[src/rtl/tlb_op_ctrl_if.sv]
// Port bundle between tlb_op_ctrl, the CP0 register file and the TLB array.
// op_valid/op_ready: a request transfers on a clock edge where op_valid && op_ready && !flush; op_ready is high only while idle.
interface tlb_op_ctrl_if #(
  parameter int TLBNUM = 16,
  parameter int IW     = $clog2(TLBNUM)
);
  logic          op_valid;
  logic [1:0]    op_type;
  logic          op_ready;
  logic          flush;
  logic          done;
  logic [89:0]   cp0_entry;
  logic [IW-1:0] cp0_index;
  logic [IW-1:0] cp0_wired;
  logic          cp0_wired_we;
  logic [18:0]   s_vpn2;
  logic [7:0]    s_asid;
  logic          s_odd_page;
  logic          s_found;
  logic [IW-1:0] s_index;
  logic [IW-1:0] r_index;
  logic [89:0]   r_entry;
  logic          we;
  logic [IW-1:0] w_index;
  logic [89:0]   w_entry;
  logic          idx_we;
  logic [31:0]   idx_val;
  logic          ent_we;
  logic [89:0]   ent_val;
  logic [IW-1:0] cp0_random;
  logic [2:0]    dbg_state;

  modport slave (
    input  op_valid, op_type, flush, cp0_entry, cp0_index, cp0_wired, cp0_wired_we,
           s_found, s_index, r_entry,
    output op_ready, done, s_vpn2, s_asid, s_odd_page, r_index, we, w_index, w_entry,
           idx_we, idx_val, ent_we, ent_val, cp0_random, dbg_state
  );

  modport master (
    output op_valid, op_type, flush, cp0_entry, cp0_index, cp0_wired, cp0_wired_we,
           s_found, s_index, r_entry,
    input  op_ready, done, s_vpn2, s_asid, s_odd_page, r_index, we, w_index, w_entry,
           idx_we, idx_val, ent_we, ent_val, cp0_random, dbg_state
  );
endinterface

[src/rtl/tlb_op_ctrl.sv]
// TLBP/TLBR/TLBWI/TLBWR sequencer between CP0 and the TLB array, owner of the Random register.
// Define TLB_RANDOM_EN to enable the Random counter and TLBWR random indexing.
module tlb_op_ctrl #(
  parameter int TLBNUM = 16
) (
  input logic          clk,
  input logic          resetn,
  tlb_op_ctrl_if.slave bus
);
  localparam int IW = $clog2(TLBNUM);
  localparam logic [IW-1:0] RMAX = IW'(TLBNUM - 1);

  typedef enum logic [2:0] {S_IDLE, S_SEARCH, S_READ, S_WRITE, S_DONE} state_t;

  state_t        state, state_n;
  logic          accept;
  logic          done_n, we_n, idx_we_n, ent_we_n;
  logic          done_q, we_q, idx_we_q, ent_we_q;
  logic [89:0]   lat_entry;
  logic [IW-1:0] lat_index, lat_windex, wr_sel, rnd;
  logic [31:0]   idx_val_q;
  logic [89:0]   ent_val_q;

  assign accept = bus.op_valid && (state == S_IDLE) && !bus.flush;

`ifdef TLB_RANDOM_EN
  // Random reloads on a Wired write, on reaching Wired, or when Wired leaves no room to count.
  always_ff @(posedge clk or negedge resetn) begin
    if (!resetn) begin
      rnd <= RMAX;
    end else if (bus.cp0_wired_we || (bus.cp0_wired >= RMAX) || (rnd <= bus.cp0_wired)) begin
      rnd <= RMAX;
    end else begin
      rnd <= rnd - IW'(1);
    end
  end
  assign wr_sel = (bus.op_type == 2'b11) ? rnd : bus.cp0_index;
`else
  logic unused_wired;
  assign unused_wired = ^{bus.cp0_wired, bus.cp0_wired_we};
  assign rnd          = RMAX;
  assign wr_sel       = bus.cp0_index;
`endif

  always_ff @(posedge clk or negedge resetn) begin
    if (!resetn) state <= S_IDLE;
    else         state <= state_n;
  end

  always_comb begin
    state_n  = state;
    done_n   = 1'b0;
    we_n     = 1'b0;
    idx_we_n = 1'b0;
    ent_we_n = 1'b0;
    unique case (state)
      S_IDLE: begin
        if (accept) begin
          case (bus.op_type)
            2'b00:   state_n = S_SEARCH;
            2'b01:   state_n = S_READ;
            default: begin
              state_n = S_WRITE;
              we_n    = 1'b1;
            end
          endcase
        end
      end
      S_SEARCH: begin
        if (bus.flush) state_n = S_IDLE;
        else begin
          state_n  = S_DONE;
          done_n   = 1'b1;
          idx_we_n = 1'b1;
        end
      end
      S_READ: begin
        if (bus.flush) state_n = S_IDLE;
        else begin
          state_n  = S_DONE;
          done_n   = 1'b1;
          ent_we_n = 1'b1;
        end
      end
      // The write strobe is already on the bus here, so flush can no longer cancel.
      S_WRITE: begin
        state_n = S_DONE;
        done_n  = 1'b1;
      end
      S_DONE:  state_n = S_IDLE;
      default: state_n = S_IDLE;
    endcase
  end

  always_ff @(posedge clk or negedge resetn) begin
    if (!resetn) begin
      done_q     <= 1'b0;
      we_q       <= 1'b0;
      idx_we_q   <= 1'b0;
      ent_we_q   <= 1'b0;
      lat_entry  <= '0;
      lat_index  <= '0;
      lat_windex <= '0;
      idx_val_q  <= '0;
      ent_val_q  <= '0;
    end else begin
      done_q   <= done_n;
      we_q     <= we_n;
      idx_we_q <= idx_we_n;
      ent_we_q <= ent_we_n;
      if (accept) begin
        lat_entry  <= bus.cp0_entry;
        lat_index  <= bus.cp0_index;
        lat_windex <= wr_sel;
      end
      if (idx_we_n) idx_val_q <= {~bus.s_found, {(31-IW){1'b0}}, bus.s_found ? bus.s_index : {IW{1'b0}}};
      if (ent_we_n) ent_val_q <= bus.r_entry;
    end
  end

  assign bus.op_ready   = (state == S_IDLE);
  assign bus.done       = done_q;
  assign bus.we         = we_q;
  assign bus.idx_we     = idx_we_q;
  assign bus.ent_we     = ent_we_q;
  assign bus.idx_val    = idx_val_q;
  assign bus.ent_val    = ent_val_q;
  assign bus.s_vpn2     = lat_entry[77:59];
  assign bus.s_asid     = lat_entry[58:51];
  assign bus.s_odd_page = 1'b0;
  assign bus.r_index    = lat_index;
  assign bus.w_index    = lat_windex;
  assign bus.w_entry    = lat_entry;
  assign bus.cp0_random = rnd;
  assign bus.dbg_state  = state;
endmodule
[src/flat_wrapper.sv]
// flat-port wrapper written by rule: the top's interface ports become plain ports
module tlb_op_ctrl_flat 
#(
  parameter int TLBNUM = 16
)
  (clk, resetn, bus_op_valid, bus_op_type, bus_flush, bus_cp0_entry, bus_cp0_index, bus_cp0_wired, bus_cp0_wired_we, bus_s_found, bus_s_index, bus_r_entry, bus_op_ready, bus_done, bus_s_vpn2, bus_s_asid, bus_s_odd_page, bus_r_index, bus_we, bus_w_index, bus_w_entry, bus_idx_we, bus_idx_val, bus_ent_we, bus_ent_val, bus_cp0_random, bus_dbg_state);
  tlb_op_ctrl_if #(.TLBNUM(TLBNUM)) bus_i ();
  input logic clk;
  input logic resetn;
  input wire logic [$bits(bus_i.op_valid)-1:0] bus_op_valid;
  input wire logic [$bits(bus_i.op_type)-1:0] bus_op_type;
  input wire logic [$bits(bus_i.flush)-1:0] bus_flush;
  input wire logic [$bits(bus_i.cp0_entry)-1:0] bus_cp0_entry;
  input wire logic [$bits(bus_i.cp0_index)-1:0] bus_cp0_index;
  input wire logic [$bits(bus_i.cp0_wired)-1:0] bus_cp0_wired;
  input wire logic [$bits(bus_i.cp0_wired_we)-1:0] bus_cp0_wired_we;
  input wire logic [$bits(bus_i.s_found)-1:0] bus_s_found;
  input wire logic [$bits(bus_i.s_index)-1:0] bus_s_index;
  input wire logic [$bits(bus_i.r_entry)-1:0] bus_r_entry;
  output wire logic [$bits(bus_i.op_ready)-1:0] bus_op_ready;
  output wire logic [$bits(bus_i.done)-1:0] bus_done;
  output wire logic [$bits(bus_i.s_vpn2)-1:0] bus_s_vpn2;
  output wire logic [$bits(bus_i.s_asid)-1:0] bus_s_asid;
  output wire logic [$bits(bus_i.s_odd_page)-1:0] bus_s_odd_page;
  output wire logic [$bits(bus_i.r_index)-1:0] bus_r_index;
  output wire logic [$bits(bus_i.we)-1:0] bus_we;
  output wire logic [$bits(bus_i.w_index)-1:0] bus_w_index;
  output wire logic [$bits(bus_i.w_entry)-1:0] bus_w_entry;
  output wire logic [$bits(bus_i.idx_we)-1:0] bus_idx_we;
  output wire logic [$bits(bus_i.idx_val)-1:0] bus_idx_val;
  output wire logic [$bits(bus_i.ent_we)-1:0] bus_ent_we;
  output wire logic [$bits(bus_i.ent_val)-1:0] bus_ent_val;
  output wire logic [$bits(bus_i.cp0_random)-1:0] bus_cp0_random;
  output wire logic [$bits(bus_i.dbg_state)-1:0] bus_dbg_state;
  assign bus_i.op_valid = bus_op_valid;
  assign bus_i.op_type = bus_op_type;
  assign bus_i.flush = bus_flush;
  assign bus_i.cp0_entry = bus_cp0_entry;
  assign bus_i.cp0_index = bus_cp0_index;
  assign bus_i.cp0_wired = bus_cp0_wired;
  assign bus_i.cp0_wired_we = bus_cp0_wired_we;
  assign bus_i.s_found = bus_s_found;
  assign bus_i.s_index = bus_s_index;
  assign bus_i.r_entry = bus_r_entry;
  assign bus_op_ready = bus_i.op_ready;
  assign bus_done = bus_i.done;
  assign bus_s_vpn2 = bus_i.s_vpn2;
  assign bus_s_asid = bus_i.s_asid;
  assign bus_s_odd_page = bus_i.s_odd_page;
  assign bus_r_index = bus_i.r_index;
  assign bus_we = bus_i.we;
  assign bus_w_index = bus_i.w_index;
  assign bus_w_entry = bus_i.w_entry;
  assign bus_idx_we = bus_i.idx_we;
  assign bus_idx_val = bus_i.idx_val;
  assign bus_ent_we = bus_i.ent_we;
  assign bus_ent_val = bus_i.ent_val;
  assign bus_cp0_random = bus_i.cp0_random;
  assign bus_dbg_state = bus_i.dbg_state;
  tlb_op_ctrl #(.TLBNUM(TLBNUM)) u_core (.clk(clk), .resetn(resetn), .bus(bus_i));
endmodule
[config.mk]
export PLATFORM = sky130hd
export DESIGN_NAME = tlb_op_ctrl_flat
export DESIGN_NICKNAME = d
export VERILOG_FILES = /design/src/rtl/tlb_op_ctrl_if.sv /design/src/rtl/tlb_op_ctrl.sv /design/src/flat_wrapper.sv
export SDC_FILE = /design/constraint.sdc
export NUM_CORES = 1
export LEC_CHECK = 0
export CAP_MARGIN = 15
export CORE_AREA = 2 2 181 183
export CTS_BUF_LIST = sky130_fd_sc_hd__clkbuf_8
export DETAILED_ROUTE_END_ITERATION = 12
export DIE_AREA = 0 0 183 185
export SLEW_MARGIN = 25
export SYNTH_ARGS = -nofsm -noshare
export SYNTH_HDL_FRONTEND = slang
export SYNTH_SLANG_ARGS = --single-unit
[constraint.sdc]
create_clock -name clk -period 2.3 [get_ports clk]
set_input_delay 0.46 -clock clk [delete_from_list [all_inputs] [get_ports clk]]
set_output_delay 0.46 -clock clk [all_outputs]
set_load 0.05 [all_outputs]
== Word level (Yosys, flattened, before mapping) ==
Index checks and enable logic that the tools add are counted.
Cells by class
  bitwise gates (word level): 1
  multipliers: 0
  shift-type cells: 0
  equality and inequality tests: 5
  reductions and logical operators: 7
  magnitude comparators: 0
  add/subtract/negate cells: 0
  muxes and demuxes: 12
  div/mod/pow operators: 0
Operators with widths (count)
  case mux 3 bit (3 select lines): 1
  equality test 3 x 2 -> 1 bit (second input constant): 2
  2-to-1 mux 1 bit: 6
  2-to-1 mux 3 bit: 2
  2-to-1 mux 4 bit: 1
  case mux 2 bit (2 select lines): 1
  OR reduction 2 bit: 2
  equality test 3 x 1 -> 1 bit (second input constant): 1
  logical NOT 3 bit: 1
  equality test 2 x 1 -> 1 bit (second input constant): 1
  logical AND 1 bit: 2
  logical NOT 2 bit: 1
  != test 2 x 1 -> 1 bit (second input constant): 1
  case mux 1 bit (2 select lines): 1
  logical NOT 1 bit: 1
  inverter 1 bit: 1
Word-level totals
  memories kept: 0
  bits in latches: 0
  flip-flop bits (word level): 196
  bits in read-only memories: 0
  bits in writable memories: 0

== Logic depth before layout (Yosys ltp) ==
Gate-level depths: netlist of run 1.
  depth after elaboration: 5
  depth in mapped cells: 5

== Least setup slack after synthesis of run 1 ==
OpenSTA, ideal clock, no wires.
  kind: register -> output
  from: register u_core.state[0] (netlist: u_core.bus.dbg_state[0])
  to: output port bus_op_ready
  path slack: 0.091 ns
  data required time: 1.840 ns
  stages on the path, launching flop included: 2
  data arrival time: 1.749 ns
  cells stage by stage: dfrtp_1 nor3_1
On the way
  cells in the longest elaborated chain, start to end: 1
RTL lines
  start, declared: RTL line tlb_op_ctrl.sv:15  | state_t state, state_n;
  start signal, assigned: RTL line tlb_op_ctrl.sv:47  | else state <= state_n;
  logical NOT 3 bit: RTL line tlb_op_ctrl.sv:121  | assign bus.op_ready = (state == S_IDLE);
  end, declared: RTL line flat_wrapper.sv:20  | output wire logic [$bits(bus_i.op_ready)-1:0] bus_op_ready;
Every way passes these cells.

== Final worst setup path of run 1 ==
  from: register u_core.lat_entry[65] (netlist: u_core.bus.w_entry[65])
  to: output port bus_s_vpn2[6]
RTL lines
  start, declared: RTL line tlb_op_ctrl.sv:19  | logic [89:0] lat_entry;
  start signal, assigned: RTL line tlb_op_ctrl.sv:112  | lat_entry <= bus.cp0_entry;
  end, declared: RTL line flat_wrapper.sv:22  | output wire logic [$bits(bus_i.s_vpn2)-1:0] bus_s_vpn2;
No word-level cell between the ends.

==> impl_metrics.csv, run 1 <==
group,metric,value,unit
drt,routed_wirelength,22000,um
setup_path,crit_buf_inv,1,
logic_synthesis,avgSynthCellArea,15.8,um^2
logic_synthesis,netlist.area_leader.share,62.6,%
global_route,grt_pass1_vias,5641,
setup_path,worstPathMaxFanout,3,
drt,vias_per_cell,3.99,
clocking,htreeDepth,4,
drt,drt_pass1_iterations,4,
timing,setup_viol,0,
timing,rsz0062_at_grt,"no",
place,post-dp-hpwl,16900,um
setup_path,worstPathCellList,"clkdlybuf4s50_1",
layout,finish.utilization,39.7,%
power,combPwrFrac,53.4,%
clocking,clk_pin_slew,120,ps
setup_path,worstPathRequired,1840,ps
power,p_int,8.41,mW
timing,hold_viol_final,0,
setup_path,end_kind,"output pin",
timing,finalMaxSlewViolations,0,
logic_synthesis,synth.most_common_cell,"dfrtp_1",
clocking,clk_latency,510,ps
drt,drtIter0Drc,149,
clocking,cts_root_buf,"clkbuf_8",
layout,fin_cells,1326,
timing,slew-limit-headroom,61.1,%
floorplan,fp.coreArea,0.0320,mm^2
timing,finClkSkew,19.2,ps
layout,layout-drive-gt1-share,26.4,%
global_route,grt.total_usage,12.8,%
layout,nets,1105,
place,numPortBuffers,422,
clocking,cts_inserted_buffers,17,
global_route,grt_max_degree,61,
global_route,grt_pass1_wl,32500,um
logic_synthesis,synthTopCellsByCount,"dfrtp_1 (196), mux2_2 (157), buf_4 (64), mux2_4 (27), buf_2 (15)",
layout,area_growth,62.6,%
job,maxCapViolCount,0,
floorplan,num_io_pins,460,
place,routabilityCongestion,0.690,
drt,drc,0,
logic_synthesis,syn_inst,496,
logic_synthesis,yosys_warnings,0,
drt,num_vias,5288,
setup_path,path_delay_family,"buffers and inverters",
power,seqPwrFrac,32.0,%
timing,max_freq,455,MHz
logic_synthesis,yosysTopAreaCell,"dfrtp_1",
timing,fin_ws,103,ps
floorplan,start_util,24.4,%
clocking,cts_tree,"built",
layout,n_antenna_cell,0,
global_route,antenna_found_initial,0,
setup_path,worst-setup-path-type,"reg -> out",
logic_synthesis,ys_ff_latch,196,
logic_synthesis,synth.distinct_cells,18,
power,powerDensity,1230,mW/mm^2
timing,post-route-period-util,95.5,%
place,dpl_worst_slack,94.5,ps
power,p_switching,7.29,mW
worst_hold_path,hold_class,"in -> reg",
floorplan,rows,66,
drt,wire_per_inst,16.6,um
logic_synthesis,ys_seq_area_share,62.6,%
setup_path,max_stage_delay,820,ps
power,switching_share,46.4,%
power,vdd_ir_drop_max,0.580,mV
setup_path,start_kind,"flop",
logic_synthesis,synthesis.area,0.00783,mm^2
global_route,gr-total-overflow,0,
logic_synthesis,synth_edf_count,0,
timing,worst_slew_pin_slew,583,ps
timing,worst_hold_slack,484,ps
logic_synthesis,ys_async_sr_fraction,100,%
setup_path,cp_slowest_cell,"clkdlybuf4s50_1",
outcome,status,"completed",
floorplan,die_width,183,um
timing,fin_crit,2200,ps
power,p_clk_share,14.6,%
place,dp.cells,1293,
setup_path,worstPathArrival,1740,ps
clocking,cts_buffer_depth,2,
floorplan,die_y,185,um
clocking,cts_sinks,196,
drt,ant_nets,0,
floorplan,die_area,0.0339,mm^2
logic_synthesis,yosys-top-cells-area,"dfrtp_1 (63%), mux2_2 (23%), buf_4 (6.1%)",
timing,finalSetupTns,0,ps
logic_synthesis,ys.flop_type,"dfrtp_1",
power,leakage,5.45,nW
cells in the final DEF, fill, tap and decap left out, drive strengths merged:
master         count
clkdlybuf4s50    407
nor2               3
o21ai              6
nor3               1
dlygate4sd3        1
clkinv             3
dfrtp            196
nor4               1
nor4b              1
inv               10
or4b               1
clkinvlp           3
bufinv             1
clkbuf            19
mux2             184
dlygate4sd2        6
a21oi              3
conb              32
buf               24
dlymetal6s2s       5
nand2             11
logic make-up (layout without fill, tap and decap cells):
logic type / count (synthesis) / count (layout) / synth area share, %
mux: 184 / 184 / 27.8
other cells: 2 / 32 / 0.0959
buf+inv: 87 / 479 / 7.86
flops: 196 / 196 / 62.6
simple gates: 18 / 18 / 1.05
compound gates: 9 / 9 / 0.575
final timing paths:
| kind | startpoint | endpoint | slack [ps] | cells past startpoint |
|---|---|---|---|---|
| setup / recovery | u_core.bus.w_entry[65]$_DFFE_PN0P_ | bus_s_vpn2[6] | 100 | 1 |
| hold / removal | bus_s_index[2] | u_core.bus.idx_val[2]$_DFFE_PN0P_ | 480 | 3 |
| setup reg to reg | u_core.bus.dbg_state[0]$_DFFE_PN0P_ | u_core.bus.w_entry[51]$_DFFE_PN0P_ | 530 | 4 |
| hold reg to reg | u_core.bus.idx_val[1]$_DFFE_PN0P_ | u_core.bus.idx_val[1]$_DFFE_PN0P_ | 510 | 2 |
| max in group asynchronous | resetn | u_core.bus.ent_val[10]$_DFFE_PN0P_ | 1070 | 3 |
| min in group asynchronous | resetn | u_core.bus.w_entry[41]$_DFFE_PN0P_ | 530 | 2 |
power groups by stage:
| stage | combinational [mW] | sequential (mW) | clock, mW |
|---|---|---|---|
| final | 8.38 | 5.03 | 2.29 |
| after global routing | 8.66 | 5.18 | 2.55 |
| after CTS | 8.46 | 5.06 | 2.43 |
| after detailed placement | 8.46 | 5.11 | 0 |
| after global placement | 8.44 | 5.07 | 0 |
| after floorplan | 1.96 | 8.67 | 0 |
cell type report:
| type | instances | area, um^2 |
|---|---|---|
| Fill cell | 3045 | 19300 |
| Tap cell | 408 | 510 |
| Timing Repair Buffer | 444 | 4480 |
| Multi-Input combinational cell | 243 | 2430 |
| Inverter | 3 | 11.3 |
| Clock inverter | 14 | 143 |
| Clock buffer | 18 | 248 |
| Sequential cell | 196 | 4900 |
metrics by stage:
| step | instance area (um^2) | power (mW) |
|---|---|---|
| final | 12700 | 15.7 |
| after global routing | 12700 | 16.4 |
| after CTS | 12700 | 15.9 |
| after detailed placement | 12300 | 13.6 |
| after global placement | 12300 | 13.5 |
| after floorplan | 7940 | 10.6 |
flip-flops by register name (all words and copies together), names as in the netlist:
signal / cells
u_core.bus.ent_val: 90
u_core.bus.we: 1
u_core.bus.idx_val: 5
u_core.bus.w_entry: 90
u_core.bus.idx_we: 1
u_core.bus.done: 1
u_core.bus.ent_we: 1
u_core.bus.dbg_state: 3
u_core.bus.r_index: 4
per-layer routing:
layer	vias up	wire, um	GRT usage [%]
met5	-	0	0
met4	0	387	4.80
met3	23	1950	4.95
met2	253	11000	21.8
met1	2593	8610	14.7
li1	2419	-	-
what timing repair did:
action | in CTS | in global routing
gates resized for setup | 6 | 5
endpoints found under the hold margin | 50 | 0
setup buffers | 0 | 0
hold buffers | 1 | 0
endpoints found under the setup margin | 7 | 5
Note: power is estimated with default switching activity, not from simulation.
==> run 2, diff against run 1 <==
--- a/config.mk
+++ b/config.mk
@@ -6,10 +6,10 @@
 export NUM_CORES = 1
 export LEC_CHECK = 0
 export CAP_MARGIN = 15
-export CORE_AREA = 2 2 181 183
+export CORE_AREA = 2 2 176 178
 export CTS_BUF_LIST = sky130_fd_sc_hd__clkbuf_8
 export DETAILED_ROUTE_END_ITERATION = 12
-export DIE_AREA = 0 0 183 185
+export DIE_AREA = 0 0 178 180
 export SLEW_MARGIN = 25
 export SYNTH_ARGS = -nofsm -noshare
 export SYNTH_HDL_FRONTEND = slang
==> run 2 against run 1 <==
  * Maximum frequency is 0.37% lower
  * Final cell count is 1.2% lower
  * Non-clock buffer count is 4 lower
  * Design area is 0.36% lower
  * Utilization is 2.3 points higher
==> impl_metrics.csv, run 2 (same netlist as run 1, synthesis figures left out) <==
group,metric,value,unit
outcome,status,"completed",
layout,area_growth,62.0,%
layout,n_antenna_cell,0,
timing,slew-limit-headroom,60.5,%
floorplan,rows,64,
setup_path,path_delay_family,"buffers and inverters",
drt,drc,0,
timing,max_freq,453,MHz
timing,fin_ws,94.5,ps
drt,drtIter0Drc,155,
clocking,clk_latency,470,ps
timing,worst_slew_pin_slew,591,ps
timing,fin_crit,2210,ps
drt,vias_per_cell,4.00,
place,routabilityCongestion,0.731,
setup_path,max_stage_delay,850,ps
timing,hold_viol_final,0,
global_route,grt_pass1_wl,33300,um
layout,finish.utilization,42.0,%
global_route,grt.total_usage,13.8,%
setup_path,worst-setup-path-type,"reg -> out",
clocking,cts_inserted_buffers,17,
layout,regArea,0.00490,mm^2
setup_path,worstPathRequired,1840,ps
timing,finalMaxSlewViolations,0,
layout,stdcell_area,0.0127,mm^2
timing,finClkSkew,18.1,ps
setup_path,crit_buf_inv,1,
clocking,cts_sinks,196,
place,dpl_worst_slack,91.8,ps
setup_path,start_kind,"flop",
place,numPortBuffers,422,
floorplan,die_width,178,um
global_route,antenna_found_initial,0,
power,vdd_ir_drop_max,0.568,mV
global_route,grt_pass1_vias,5676,
clocking,cts_tree,"built",
global_route,gr-total-overflow,0,
setup_path,worstPathCellList,"clkdlybuf4s50_1",
timing,setup_viol,0,
global_route,grt_max_degree,64,
setup_path,worstPathArrival,1750,ps
setup_path,worstPathMaxFanout,2,
drt,wire_per_inst,17.0,um
timing,finalSetupTns,0,ps
drt,routed_wirelength,22300,um
layout,layout_commonest_cell,"clkdlybuf4s50_1",
worst_hold_path,hp-start,"u_core.bus.idx_val[0]$_DFFE_PN0P_",
layout,layout_common_cells,"clkdlybuf4s50_1 (415), dfrtp_1 (196), mux2_2 (157), conb_1 (32), mux2_4 (27)",
drt,ant_nets,0,
layout,n_fill_cell,2864,
clocking,cts_root_buf,"clkbuf_8",
job,maxCapViolCount,0,
place,post-dp-hpwl,17400,um
drt,num_vias,5246,
clocking,post-cts-setup-buffers,0,
layout,nets,1101,
power,leakage,5.41,nW
floorplan,start_util,25.9,%
timing,post-route-period-util,95.9,%
floorplan,fp.coreArea,0.0302,mm^2
place,dpl_cell_area,0.0123,mm^2
worst_hold_path,hold_class,"reg -> reg",
setup_path,end_kind,"output pin",
power,powerDensity,1230,mW/mm^2
drt,drt_pass1_iterations,4,
power,power,15.6,mW
timing,rsz0062_at_grt,"no",
setup_path,cp_slowest_cell,"clkdlybuf4s50_1",
layout,layout-drive-gt1-share,26.1,%
floorplan,die_y,180,um
clocking,cts_buffer_depth,2,
setup_path,crit_start,"u_core.bus.w_entry[2]$_DFFE_PN0P_",
setup_path,worst_r2r_startpoint,"u_core.bus.dbg_state[2]$_DFFE_PN0P_",
floorplan,num_io_pins,460,
floorplan,die_area,0.0320,mm^2
clocking,clk_pin_slew,120,ps
clocking,htreeDepth,4,
layout,multi_input_area,0.00243,mm^2
run 2: cell types whose count changed in the layout (fill, tap and decap cells not counted), moves of 2 or more:
| cell | previous run | this run |
|---|---|---|
| buf_4 | 17 | 12 |
| clkdlybuf4s50_1 | 407 | 415 |
| clkinvlp_4 | 3 | 1 |
| dlymetal6s2s_1 | 5 | 3 |
| clkinv_2 | 0 | 2 |
| dlygate4sd2_1 | 6 | 0 |
run 2: metal layers:
layer | vias up | track usage [%] | share of wire [%]
met5 | - | 0 | 0
met4 | 0 | 4.00 | 1.2
met3 | 15 | 4.89 | 9.3
met2 | 250 | 24.7 | 52
met1 | 2568 | 15.2 | 38
li1 | 2413 | - | -
run 2: layout make-up:
class	instances	share of cell area [%]
inverters	3	0.0888
clock buffers	19	2.06
well taps	396	3.91
multi-input cells	243	19.2
flip-flops and latches	196	38.7
repair buffers	440	35.2
clock inverters	13	0.888
run 2: path summary, 6_finish.rpt:
path | to | slack, ps | cells after the start
max in group asynchronous | u_core.bus.w_entry[87]$_DFFE_PN0P_ | 1080 | 3
max | bus_w_entry[2] | 90 | 1
min reg2reg | u_core.bus.idx_val[0]$_DFFE_PN0P_ | 490 | 2
max reg2reg | u_core.bus.w_entry[54]$_DFFE_PN0P_ | 500 | 4
min in group asynchronous | u_core.bus.w_entry[50]$_DFFE_PN0P_ | 570 | 2
min | u_core.bus.idx_val[0]$_DFFE_PN0P_ | 490 | 2
run 2: power by group:
group          leakage, nW  switching, mW  internal (mW)
clock                0.193           1.35          0.844
sequential            2.35          0.576           4.46
combinational         2.87           5.36           3.05
run 2: repair_timing:
action                                 4_1_cts  5_1_grt
endpoints found under the hold margin       55        0
gates resized for setup                      0        3
setup endpoints to repair                    0        3
hold buffers                                 1        0
run 2: metrics by stage:
stage	instances	hold slack, ps
floorplan	526	164
global placement	1277	464
detailed placement	1277	473
CTS	1310	499
global route	1310	519
finish	1310	490
